## config.mk

```make
export PLATFORM = sky130hd
export DESIGN_NAME = fp_add_arbiter
export DESIGN_NICKNAME = d
export VERILOG_FILES = /design/src/rtl/fp_add_arbiter.sv
export SDC_FILE = /design/constraint.sdc
export NUM_CORES = 1
export LEC_CHECK = 0
export CORE_AREA = 2 2 167 169
export DETAILED_ROUTE_END_ITERATION = 6
export DIE_AREA = 0 0 169 171
export PLACE_DENSITY_LB_ADDON = 0.05
export SETUP_SLACK_MARGIN = 0.3
export SLEW_MARGIN = 15
export SYNTH_ARGS = -nofsm -noshare
export SYNTH_HDL_FRONTEND = slang
export SYNTH_SLANG_ARGS = --single-unit
```

## constraint.sdc

```tcl
create_clock -name clk -period 5 [get_ports clk]
set_input_delay 1 -clock clk [delete_from_list [all_inputs] [get_ports clk]]
set_output_delay 1 -clock clk [all_outputs]
set_load 0.005 [all_outputs]
```

## src/rtl/fp_add_arbiter.sv

```systemverilog
// Round-robin front end that shares one fp_add between N requesters.
// Carries the requester ID beside each operation in a tag pipe matched to the adder latency.
module fp_add_arbiter #(
  parameter int unsigned N   = 4,
  parameter int unsigned W   = 32,
  parameter int unsigned LAT = 2,
  parameter int unsigned IDW = $clog2(N)
) (
  input  logic             clk,
  input  logic             rst,
  input  logic             en,
  input  logic [N-1:0]     req,
  input  logic [N*W-1:0]   req_in1,
  input  logic [N*W-1:0]   req_in2,
  input  logic [N*3-1:0]   req_rm,
  output logic [N-1:0]     gnt,
  output logic [W-1:0]     add_in1,
  output logic [W-1:0]     add_in2,
  output logic [2:0]       add_rm,
  output logic             add_act,
  input  logic [W-1:0]     add_out,
  input  logic [3:0]       add_flags,
  output logic             res_valid,
  output logic [IDW-1:0]   res_id,
  output logic [W-1:0]     res_out,
  output logic [3:0]       res_flags,
  output logic             busy,
  output logic             idle
);

  localparam int unsigned TAGW = LAT * IDW;

  typedef enum logic [1:0] {IDLE, RUN, DRAIN} state_t;

  state_t                     state;
  logic [IDW-1:0]             rr_ptr;
  logic [IDW-1:0]             issue_id;
  logic [LAT-1:0]             tag_v;
  logic [LAT-1:0][IDW-1:0]    tag_id;
  logic [IDW-1:0]             win_id;
  logic                       win_any;
  logic                       grant_ok;
  int unsigned                idx;

  // Rotating priority search starting just past the last winner.
  always_comb begin
    win_any = 1'b0;
    win_id  = '0;
    idx     = 0;
    for (int unsigned i = 1; i <= N; i++) begin
      idx = (32'(rr_ptr) + i) % N;
      if (!win_any && req[IDW'(idx)]) begin
        win_any = 1'b1;
        win_id  = IDW'(idx);
      end
    end
  end

  // en low suppresses grants in the very cycle it falls.
  assign grant_ok = (state == RUN) && en;

  always_comb begin
    gnt = '0;
    if (grant_ok && win_any) gnt[win_id] = 1'b1;
  end

  assign busy      = add_act | (|tag_v);
  assign idle      = (state == IDLE);
  assign res_valid = tag_v[LAT-1];
  assign res_id    = tag_id[LAT-1];
  assign res_out   = res_valid ? add_out : '0;
  assign res_flags = res_valid ? add_flags : '0;

  always_ff @(posedge clk or negedge rst) begin
    if (!rst) begin
      state    <= IDLE;
      rr_ptr   <= IDW'(N - 1);
      add_in1  <= '0;
      add_in2  <= '0;
      add_rm   <= '0;
      add_act  <= 1'b0;
      issue_id <= '0;
      tag_v    <= '0;
      tag_id   <= '0;
    end else begin
      case (state)
        IDLE:    if (en) state <= RUN;
        RUN:     if (!en) state <= DRAIN;
        DRAIN:   if (en) state <= RUN;
                 else if (!busy) state <= IDLE;
        default: state <= IDLE;
      endcase

      add_act <= |gnt;
      if (|gnt) begin
        rr_ptr   <= win_id;
        issue_id <= win_id;
        add_in1  <= req_in1[win_id*W +: W];
        add_in2  <= req_in2[win_id*W +: W];
        add_rm   <= req_rm[win_id*3 +: 3];
      end

      // Tag pipe shifts every clock so results line up with the adder output.
      tag_v  <= LAT'({tag_v, add_act});
      tag_id <= TAGW'({tag_id, issue_id});
    end
  end

endmodule

```

# --- Word-level counts from Yosys, hierarchy flattened ---
# Index checks and enable logic that the tools add are counted.
word_totals:
  ff_bits: 80
  in_bits: 311
  output_inout_bits: 113
  word_cells: 69
op_classes:
  addsub: 4
  multipliers: 1
  magnitude_cmp: 6
  eq_ne: 5
  shift: 3
  n_mux: 26
  bitwise: 1
  n_reduce_logical: 13
ops:
  columns: ["operator", "count"]
  rows:
  - ["indexed part select 128 x 8 -> 32 bit", 2]
  - ["2-to-1 mux 32 bit", 1]
  - ["2-to-1 mux 2 bit", 8]
  - ["less-than comparator 2 x 3 -> 1 bit, second input constant", 5]
  - ["indexed part select 12 x 5 -> 3 bit", 1]
  - ["2-to-1 mux 1 bit", 9]
  - ["binary-select mux 1 bit (select 2 bit)", 4]
  - ["2-to-1 mux 4 bit", 2]
  - ["logical AND 1 bit", 6]
  - ["case mux 2 bit (3 select lines)", 1]
  - ["adder 2 x 1 -> 2 bit, second input constant", 2]
  - ["adder 2 bit, second input constant", 2]
  - ["multiplier 2 x 2 -> 4 bit, second input constant", 1]
  - ["inequality test 2 bit, second input constant", 2]
  - ["OR reduction 4 bit", 1]
  - ["logical NOT 1 bit", 3]
  - ["inequality test 3 bit, second input constant", 1]
  - ["AND reduction 3 bit", 1]
  - ["demux 1 bit (select 2 bit)", 1]
  - ["== test 2 x 1 -> 1 bit, second input constant", 1]
  - ["== test 2 bit, second input constant", 1]
  - ["greater-or-equal comparator 2 x 1 -> 1 bit, second input constant", 1]
  - ["logical NOT 2 bit", 1]
  - ["OR reduction 2 bit", 1]
  - ["bitwise OR 1 bit", 1]

# --- Depth between registers and ports, before layout ---
# Gate-level depths: netlist (run 1).
depth:
  ltp_word: 19
  ltp_mapped: 8
  mapped_depth_nobuf: 5

# --- Worst setup path before layout (run 1) ---
# No wires, ideal clock.
synth_timing:
  kind: "input -> output"
  startpoint: "input req[1]"
  endpoint: "output gnt[2]"
  arrival_time_ps: 2150
  slack_ps: 1850
  cell_stages: 7
  path_cell_list: "buf_6 or2_4 a31oi_4 buf_4 buf_4 nand2_1 nor3_1"
synth_via:
  elab_chain_cells: 17
synth_rtl:
  columns: ["element", "line", "text"]
  rows:
  - ["start, declared", "12", "input logic [N-1:0] req,"]
  - ["binary-select mux 1 bit (select 2 bit)", "52", "if (!win_any && req[IDW'(idx)]) begin"]
  - ["2-to-1 mux 1 bit (not written as such)", "52", null]
  - ["2-to-1 mux 1 bit", "52", null]
  - ["logical NOT 1 bit", "52", null]
  - ["logical AND 1 bit", "52", null]
  - ["2-to-1 mux 1 bit", "52", null]
  - ["logical NOT 1 bit", "52", null]
  - ["logical AND 1 bit", "52", null]
  - ["2-to-1 mux 1 bit", "52", null]
  - ["logical NOT 1 bit", "52", null]
  - ["logical AND 1 bit", "52", null]
  - ["2-to-1 mux 2 bit", "52", null]
  - ["less-than comparator 2 x 3 -> 1 bit (not written as such) or greater-or-equal comparator 2 x 1 -> 1 bit (tied branches)", "64", "if (grant_ok && win_any) gnt[win_id] = 1'b1;"]
  - ["logical AND 1 bit (not written as such)", "64", null]
  - ["2-to-1 mux 1 bit (not written as such)", "64", null]
  - ["demux 1 bit (select 2 bit)", "64", null]
  - ["2-to-1 mux 4 bit (*)", "64", null]
  - ["end, declared", "16", "output logic [N-1:0] gnt,"]
# Every way passes the cells marked *; elsewhere a longest branch is shown, timed or not. The select of a mux whose other input is x is not followed.

# --- Worst setup path in the final report (run 1) ---
layout_timing:
  startpoint: "input req[1]"
  endpoint: "output gnt[3]"
# The elaborated chain is that of the path after synthesis.

==> results of run 1 <==
state kept, by name (all words and copies together) (netlist names):
register / cells
add_rm: 3
issue_id: 2
add_in1: 32
add_in2: 32
rr_ptr: 2
add_act: 1
tag_v: 2
res_id: 2
state: 2
tag_id: 2
final cells by class:
type,instances,share of cell area (%)
flip-flops and latches,80,20.1
inverters,2,0.0753
multi-input cells,424,28.9
diodes,1,0.0251
clock inverters,5,0.577
well taps,346,4.34
repair buffers,436,43.7
clock buffers,11,2.33
where the power goes:
| part | internal [W] | switching (W) | leakage [nW] |
|---|---|---|---|
| logic | 0.000902 | 0.000761 | 2.63 |
| registers | 0.000856 | 0.000142 | 0.903 |
| clock network | 0.000387 | 0.000299 | 0.132 |
routing by layer:
layer / part of all wire, % / wire [um] / global-route usage [%]
met5: 0 / 0 / 0
met4: 0.95 / 279 / 3.68
met3: 9.0 / 2650 / 6.64
met2: 49 / 14400 / 34.5
met1: 41 / 12100 / 23.8
logic make-up after synthesis:
kind of cell / share of synthesized area, %
buffers and inverters: 8.42
flip-flops: 37.8
AND/OR/NAND/NOR: 13.4
AO/OA/AOI/OAI: 40.2
multiplexers: 0.189
worst max-delay path, stage by stage:
cell,delay (ps)
clkdlybuf4s50_1,710
nor2b_1,250
a21oi_2,70
o221a_2,300
nor3_1,220
clkdlybuf4s50_1,570
worst paths after layout:
kind	from	endpoint	slack (ps)
setup / recovery	req[1]	gnt[3]	870
hold / removal	tag_id[1]	res_id[1]	340
setup reg to reg	rr_ptr[1]	add_in1[29]	2430
hold reg to reg	tag_id[1]	res_id[1]	340
max in group asynchronous	rst	rr_ptr[1]	3290
min in group asynchronous	rst	add_in1[12]	670
layout by cell type (no fill, tap or decap), types with 2 or more instances in the layout:
cell type,instances
nand2_1,7
buf_12,2
and2_1,36
clkbuf_16,9
o21ai_0,67
nor2b_1,2
o21a_1,2
nand2b_1,2
nor3_1,3
nand3_1,67
a31oi_4,2
nor2_2,2
a221o_1,67
nor2_1,5
a31o_2,2
buf_4,12
o22a_1,67
nand3b_1,2
clkinvlp_4,3
clkdlybuf4s50_1,422
clkbuf_1,2
dfstp_2,2
a21oi_1,73
o21ai_1,2
dfrtp_1,78
metrics by stage:
step	std cells	setup slack (ps)	hold WS [ps]	instance area, um2	utilization, %
floorplan	580	1850	331	5300	-
global route	1304	742	355	9970	36.5
finish	1305	874	343	9970	36.5
detailed placement	1288	858	337	9680	35.4
CTS	1304	853	344	9970	36.5
global placement	1288	878	334	9680	35.4
==> impl_results.md, run 1 <==
* Syn nets at 891
* DIE WIDTH at 169 um
* All-Layer GR Usage at 19.7%
* GRT Residual Overflow at 0
* Fill cell count at 2881
* Setup tns final at 0 ps
* Largest net degree at the start of global routing at 68
* Data required, critical path at 4000 ps
* Syn avg cell area at 9.14 um2
* Pre-antenna DRT Iters at 4
* CTS buffer count at 9
* Post-synthesis cell count at 580
* DRT iter0 DRCs at 357
* Top-area cell type share of the netlist area at 36.8%
* Total Routed Length at 29400 um
* Sequential share of the synthesized area at 37.8%
* Hold Path Depth at 0
* Clock Latency Late Sink at 350 ps
* Total power at 0.00335 W
* F_max at 242 MHz
* NumNets Final at 1264
* Max-Slew Margin vs Limit at 41.1%
* Port-buffer cells at 423
* Vias in the first global route at 6734
* Area contributors post-synth: dfrtp_1, a221o_1, o22a_1
* Starting Density at 19.4%
* Crit path launch type: primary input
* Min cycle time layout at 4130 ps
* Core Area at 0.0273 mm2
* Most used DFF post-synth: dfrtp_1
* Max-slew violation count at 0
* Die H at 171 um
* Reg2reg path depth at 6
* Critical path fanouts, max at 10
* Crit path arrival time at 3130 ps
* Static Leakage at 3.66 nW
* Netlist cell types at 42
* Synthesis-to-finish area growth at 88.1%
* Most numerous cell in the Yosys netlist: dfrtp_1
* Share of cells above drive strength 1 at 4.91%
* Global-route wire length before repair at 43300 um
* Setup Buffers After CTS at 0
* Yosys Warn Count at 0
* Slew @ Worst Pin at 883 ps
* Max VDD drop at 157 uV
* Status: finished clean
* Hold Path Class: flop to flop
* CP endpoint kind: primary output
* Drt drc at 0
* Clock slew at reported path FFs at 70 ps
* Commonest cells post-synth: dfrtp_1, a21oi_1
* DPL Wire Length at 20500 um
* # clock sinks at 80
* Via Count at 6477
* Avg WL per Cell at 22.5 um
* Post-route ant nets at 0
* RD Place Congestion at 0.751
* Post-synth EDFFs at 0
* Site Rows at 61
* CTS HTree Levels at 3
* Yosys top cell by area: dfrtp_1
* Final Hold Viols at 0
* Hold Buf Count CTS at 0
* Reg area at 0.00200 mm2
* Initial antenna violation count at 0
* Final Cycle Share at 82.5%
* WS Path Type: primary input to primary output
* # Max-Cap Violations at 0
* Vias per cell at 4.96
* TritonCTS clock tree: done
* Power Dens Cells at 336 mW/mm2
* # setup viols final at 0
* Full die area at 0.0289 mm2
* Root Driver: clkbuf_16
* Netlist area before placement at 0.00530 mm2
* I/O Pins at 424
* Post-cts resize count at 0
* RSZ-0062 raised after global routing: no
* Clk buf depth at 2
* #FFs+latches synth at 80
* Post-synth ARST share at 100%
* Area of the multi-input gates at 0.00288 mm2
* Clock skew at 11.0 ps
Power figures use the tool's default switching activity.
==> run 2, diff against run 1 <==
--- a/config.mk
+++ b/config.mk
@@ -5,9 +5,9 @@
 export SDC_FILE = /design/constraint.sdc
 export NUM_CORES = 1
 export LEC_CHECK = 0
-export CORE_AREA = 2 2 167 169
+export CORE_AREA = 2 2 166 168
 export DETAILED_ROUTE_END_ITERATION = 6
-export DIE_AREA = 0 0 169 171
+export DIE_AREA = 0 0 168 170
 export PLACE_DENSITY_LB_ADDON = 0.05
 export SETUP_SLACK_MARGIN = 0.3
 export SLEW_MARGIN = 15
==> constraint.sdc (replaced) <==
create_clock -name clk -period 4 [get_ports clk]
set_input_delay 0.8 -clock clk [delete_from_list [all_inputs] [get_ports clk]]
set_output_delay 0.8 -clock clk [all_outputs]
set_load 0.005 [all_outputs]
==> impl_results.md, run 2 (synthesis gave the netlist of run 1 again) <==
* Avg WL per Cell at 22.0 um
* CTS buffer count at 9
* Site Rows at 60
* Critical path fanouts, max at 8
* Root Driver: clkbuf_16
* Core Area at 0.0267 mm2
* Max VDD drop at 147 uV
* Drt drc at 0
* Largest net degree at the start of global routing at 68
* DPL Wire Length at 20300 um
* Clk buf depth at 2
* Starting Density at 19.9%
* Min cycle time layout at 3570 ps
* Pre-antenna DRT Iters at 5
* Top flop regs: add_in1 x32, add_in2 x32, add_rm x3
* Hold Path Class: flop to flop
* Setup Buffers After CTS at 0
* Static Leakage at 3.68 nW
* Power Dens Cells at 417 mW/mm2
* Synthesis-to-finish area growth at 87.9%
* DIE WIDTH at 168 um
* GRT Residual Overflow at 0
* Final Hold Viols at 0
* Data required, critical path at 3200 ps
* Vias in the first global route at 6521
* Slowest CP cell: clkdlybuf4s50_1
* RD Place Congestion at 0.761
* Most common cell after layout, fill and taps aside: clkdlybuf4s50_1
* Port-buffer cells at 423
* Clock Latency Late Sink at 350 ps
* Crit path launch type: primary input
* All-Layer GR Usage at 19.5%
* Clock skew at 12.4 ps
* Crit path arrival time at 2770 ps
* Slew @ Worst Pin at 1090 ps
* Total Routed Length at 28700 um
* Min Hold Slack at 343 ps
* Post-cts resize count at 1
* Initial antenna violation count at 1
* F_max at 280 MHz
* Max-Slew Margin vs Limit at 27.0%
* CP endpoint kind: primary output
* Die H at 170 um
* Status: finished clean
* CTS HTree Levels at 3
* # Max-Cap Violations at 0
* # clock sinks at 80
* NumNets Final at 1267
* Final Cycle Share at 89.2%
* Hold Buf Count CTS at 0
* CP Cell Sequence: clkdlybuf4s50_1, or2_4, a31oi_4, nand2_1, nor3_1, clkdlybuf4s50_1
* DRT iter0 DRCs at 338
* Max stage delay on crit path at 590 ps
* Most common cell on crit path: clkdlybuf4s50_1
* TritonCTS clock tree: done
* Share of cells above drive strength 1 at 5.20%
* RSZ-0062 raised after global routing: no
* I/O Pins at 424
* Full die area at 0.0286 mm2
* Clock slew at reported path FFs at 60 ps
* Setup tns final at 0 ps
* Global-route wire length before repair at 42200 um
* # setup viols final at 0
* Post-route ant nets at 0
* Via Count at 6377
* WS Path Type: primary input to primary output
* Vias per cell at 4.89
* Most frequent cells in the layout: clkdlybuf4s50_1, dfrtp_1, a21oi_1
* Max-slew violation count at 0
[run 2: per-layer routing]
| metal | global-route usage (%) | up-vias | wire (um) |
|---|---|---|---|
| met4 | 5.67 | 0 | 581 |
| met2 | 33.2 | 309 | 13600 |
| met3 | 7.09 | 34 | 2780 |
| met1 | 23.2 | 3018 | 11700 |
| met5 | 0 | - | 0 |
| li1 | - | 3016 | - |
[run 2: per-stage QoR]
stage / instances / setup slack, ps / cell area, um2 / utilization, % / power [W]
2_1_floorplan: 580 / 1250 / 5300 / - / 0.00220
3_3_place_gp: 1286 / 306 / 9670 / 36.3 / 0.00336
3_5_place_dp: 1286 / 305 / 9670 / 36.3 / 0.00335
4_1_cts: 1302 / 355 / 9950 / 37.4 / 0.00423
5_1_grt: 1303 / 361 / 9960 / 37.4 / 0.00444
6_report: 1304 / 432 / 9960 / 37.4 / 0.00415
[run 2: critical path: cells and delay by family]
family / cells / cell delay, ps
simple gates: 3 / 640
compound gates: 1 / 180
buf+inv: 2 / 1140
[run 2: final timing paths]
path / from / end / slack (ps) / cells past startpoint
worst min-delay path: tag_id[1] / res_id[1] / 340 / 0
max in group asynchronous: rst / issue_id[1] / 2730 / 2
min in group asynchronous: rst / add_in2[6] / 510 / 1
worst max-delay path: req[0] / gnt[2] / 430 / 6
worst min register to register: tag_id[1] / res_id[1] / 340 / 0
worst max register to register: rr_ptr[1] / add_in1[12] / 1300 / 6
[run 2: report_power, final]
group / switching, W / internal, W / total (W)
Sequential: 0.000174 / 0.00107 / 0.00124
Combinational: 0.000939 / 0.00112 / 0.00206
Clock: 0.000366 / 0.000484 / 0.000850
[run 2: layout make-up]
class,count,area (um2)
well taps,341,427
inverters,2,7.51
diodes,2,5.00
flip-flops and latches,80,2000
clock buffers,11,233
fillers,2735,16700
repair buffers,439,4350
clock inverters,5,57.6
multi-input cells,424,2880
==> run 3, diff against run 2 <==
--- a/config.mk
+++ b/config.mk
@@ -9,6 +9,7 @@
 export DETAILED_ROUTE_END_ITERATION = 6
 export DIE_AREA = 0 0 168 170
 export PLACE_DENSITY_LB_ADDON = 0.05
+export RECOVER_POWER = 100
 export SETUP_SLACK_MARGIN = 0.3
 export SLEW_MARGIN = 15
 export SYNTH_ARGS = -nofsm -noshare
==> impl_results.md, run 3 (synthesis gave the netlist of run 1 again) <==
* DRT iter0 DRCs at 361
* All-Layer GR Usage at 19.5%
* Most common cell on crit path: dlygate4sd3_1
* Die H at 170 um
* Clock share of power at 21.1%
* RD Place Congestion at 0.761
* Comb pwr share at 48.5%
* Most common cell after layout, fill and taps aside: clkdlybuf4s50_1
* Port-buffer cells at 423
* Failing checks: max-capacitance violations, max-slew violations
* Buf+Inv Stages, Crit Path at 2
* Clock slew at reported path FFs at 60 ps
* Net switching power at 0.00147 W
* Max VDD drop at 146 uV
* RSZ-0062 raised after global routing: no
* Setup Buffers After CTS at 0
* Setup tns final at 0 ps
* CTS HTree Levels at 3
* GRT Residual Overflow at 0
* Max-slew violation count at 37
* CP Cell Sequence: dlygate4sd3_1, or2_4, a31oi_4, nand2_1, nor3_1, dlygate4sd3_1
* Hold Path Class: flop to flop
* Drt drc at 0
* Status: complete, but fails checks
* Vias in the first global route at 6521
* Max stage delay on crit path at 650 ps
* Min Hold Slack at 342 ps
* Hold Path Origin: tag_id[1]
* Sw frac at 36.3%
* Vias per cell at 4.89
* Share of cells above drive strength 1 at 4.68%
* Clk buf depth at 2
* NumNets Final at 1267
* # setup viols final at 0
* TritonCTS clock tree: done
* Total Routed Length at 28600 um
* Pre-antenna DRT Iters at 4
* # Max-Cap Violations at 1
* Starting Density at 19.9%
* DPL Wire Length at 20300 um
* Top flop regs: add_in1 x32, add_in2 x32, add_rm x3
* Static Leakage at 3.68 nW
* Critical path fanouts, max at 8
* Largest net degree at the start of global routing at 68
* CP endpoint kind: primary output
* F_max at 271 MHz
* Core Area at 0.0267 mm2
* Synthesis-to-finish area growth at 87.4%
* I/O Pins at 424
* Final Hold Viols at 0
* DIE WIDTH at 168 um
* Clock Latency Late Sink at 350 ps
* Internal at 0.00258 W
* Global-route wire length before repair at 42200 um
* Most frequent cells in the layout: clkdlybuf4s50_1, dlygate4sd3_1, dfrtp_1, a21oi_1
* Via Count at 6371
* Data required, critical path at 3200 ps
* Power Dens Cells at 407 mW/mm2
* R2R Path Start: state[1]
* Slowest CP cell: dlygate4sd3_1
* # clock sinks at 80
* Final Cycle Share at 92.2%
* Total power at 0.00405 W
* CTS buffer count at 9
* Max-Slew Margin vs Limit at -20.2%
* Avg WL per Cell at 21.9 um
* Post-route ant nets at 0
* Full die area at 0.0286 mm2
* Root Driver: clkbuf_16
* Crit path arrival time at 2890 ps
* Flop pwr share at 30.5%
* Slew @ Worst Pin at 1800 ps
* Site Rows at 60
* Crit path launch type: primary input
* Worst Setup SP: req[0]
* Crit-path leading delay family: buffers and inverters
* Clock skew at 12.8 ps
* Initial antenna violation count at 1
* Min cycle time layout at 3690 ps
* WS Path Type: primary input to primary output
## run 3: cell types whose count changed in the layout (fill, tap and decap cells not counted)
cell / change
dlygate4sd3_1: +94
buf_4: -8
clkdlybuf4s50_1: -94
and2_1: -19
nor2_2: -1
and2_0: +19
clkbuf_1: +4
nor2_1: +1
clkbuf_2: +4
## run 3: repair_timing
item	4_1_cts	5_1_grt
hold buffers	0	0
gates cloned	0	0
gates resized for setup	1	1
pin swaps	0	0
endpoints found under the setup margin	1	2
endpoints found under the hold margin	0	0
## run 3: per-layer routing
metal	global-route usage [%]	wire (um)
met4	5.67	586
met5	0	0
met3	7.09	2780
met1	23.2	11700
met2	33.2	13600
## run 3: area by class of cell
class,count,area (um2)
fill,2742,16700
timing repair buffer,439,4330
multi-input combinational,424,2870
sequential,80,2000
tap,341,427
clock buffer,11,233
clock inverter,5,57.6
inverter,2,7.51
antenna,2,5.00
## run 3: worst reg2reg max path: cells and delay by family, from the launching register on
kind,cells,cell delay [ps]
AOI/OAI and AO/OA,2,720
DFF,1,390
and+or+nand+nor,1,160
buffers and inverters,3,1350
## run 3: power groups by stage
stage	registers (W)	clock network, W	logic, W
after global placement	0.00126	0	0.00210
after CTS	0.00125	0.000890	0.00209
after floorplan	0.00123	0	0.000971
after detailed placement	0.00126	0	0.00209
after global routing	0.00127	0.000919	0.00214
final	0.00123	0.000852	0.00196
## run 3: metrics by stage
| stage | util [%] | setup slack, ps | cells | cell area (um2) |
|---|---|---|---|---|
| 2_1_floorplan | - | 1250 | 580 | 5300 |
| 3_3_place_gp | 36.3 | 306 | 1286 | 9670 |
| 3_5_place_dp | 36.3 | 305 | 1286 | 9670 |
| 4_1_cts | 37.4 | 355 | 1302 | 9950 |
| 5_1_grt | 37.3 | 185 | 1303 | 9930 |
| 6_report | 37.3 | 310 | 1304 | 9930 |
## run 3: worst paths after layout
path                            cells after the start          end  slack (ps)
worst max-delay path                                6       gnt[2]         310
worst max register to register                      6  add_in1[16]        1280
min in group asynchronous                           1   add_in2[6]         790
worst min register to register                      0    res_id[1]         340
worst min-delay path                                0    res_id[1]         340
max in group asynchronous                           2  add_in2[28]        1660
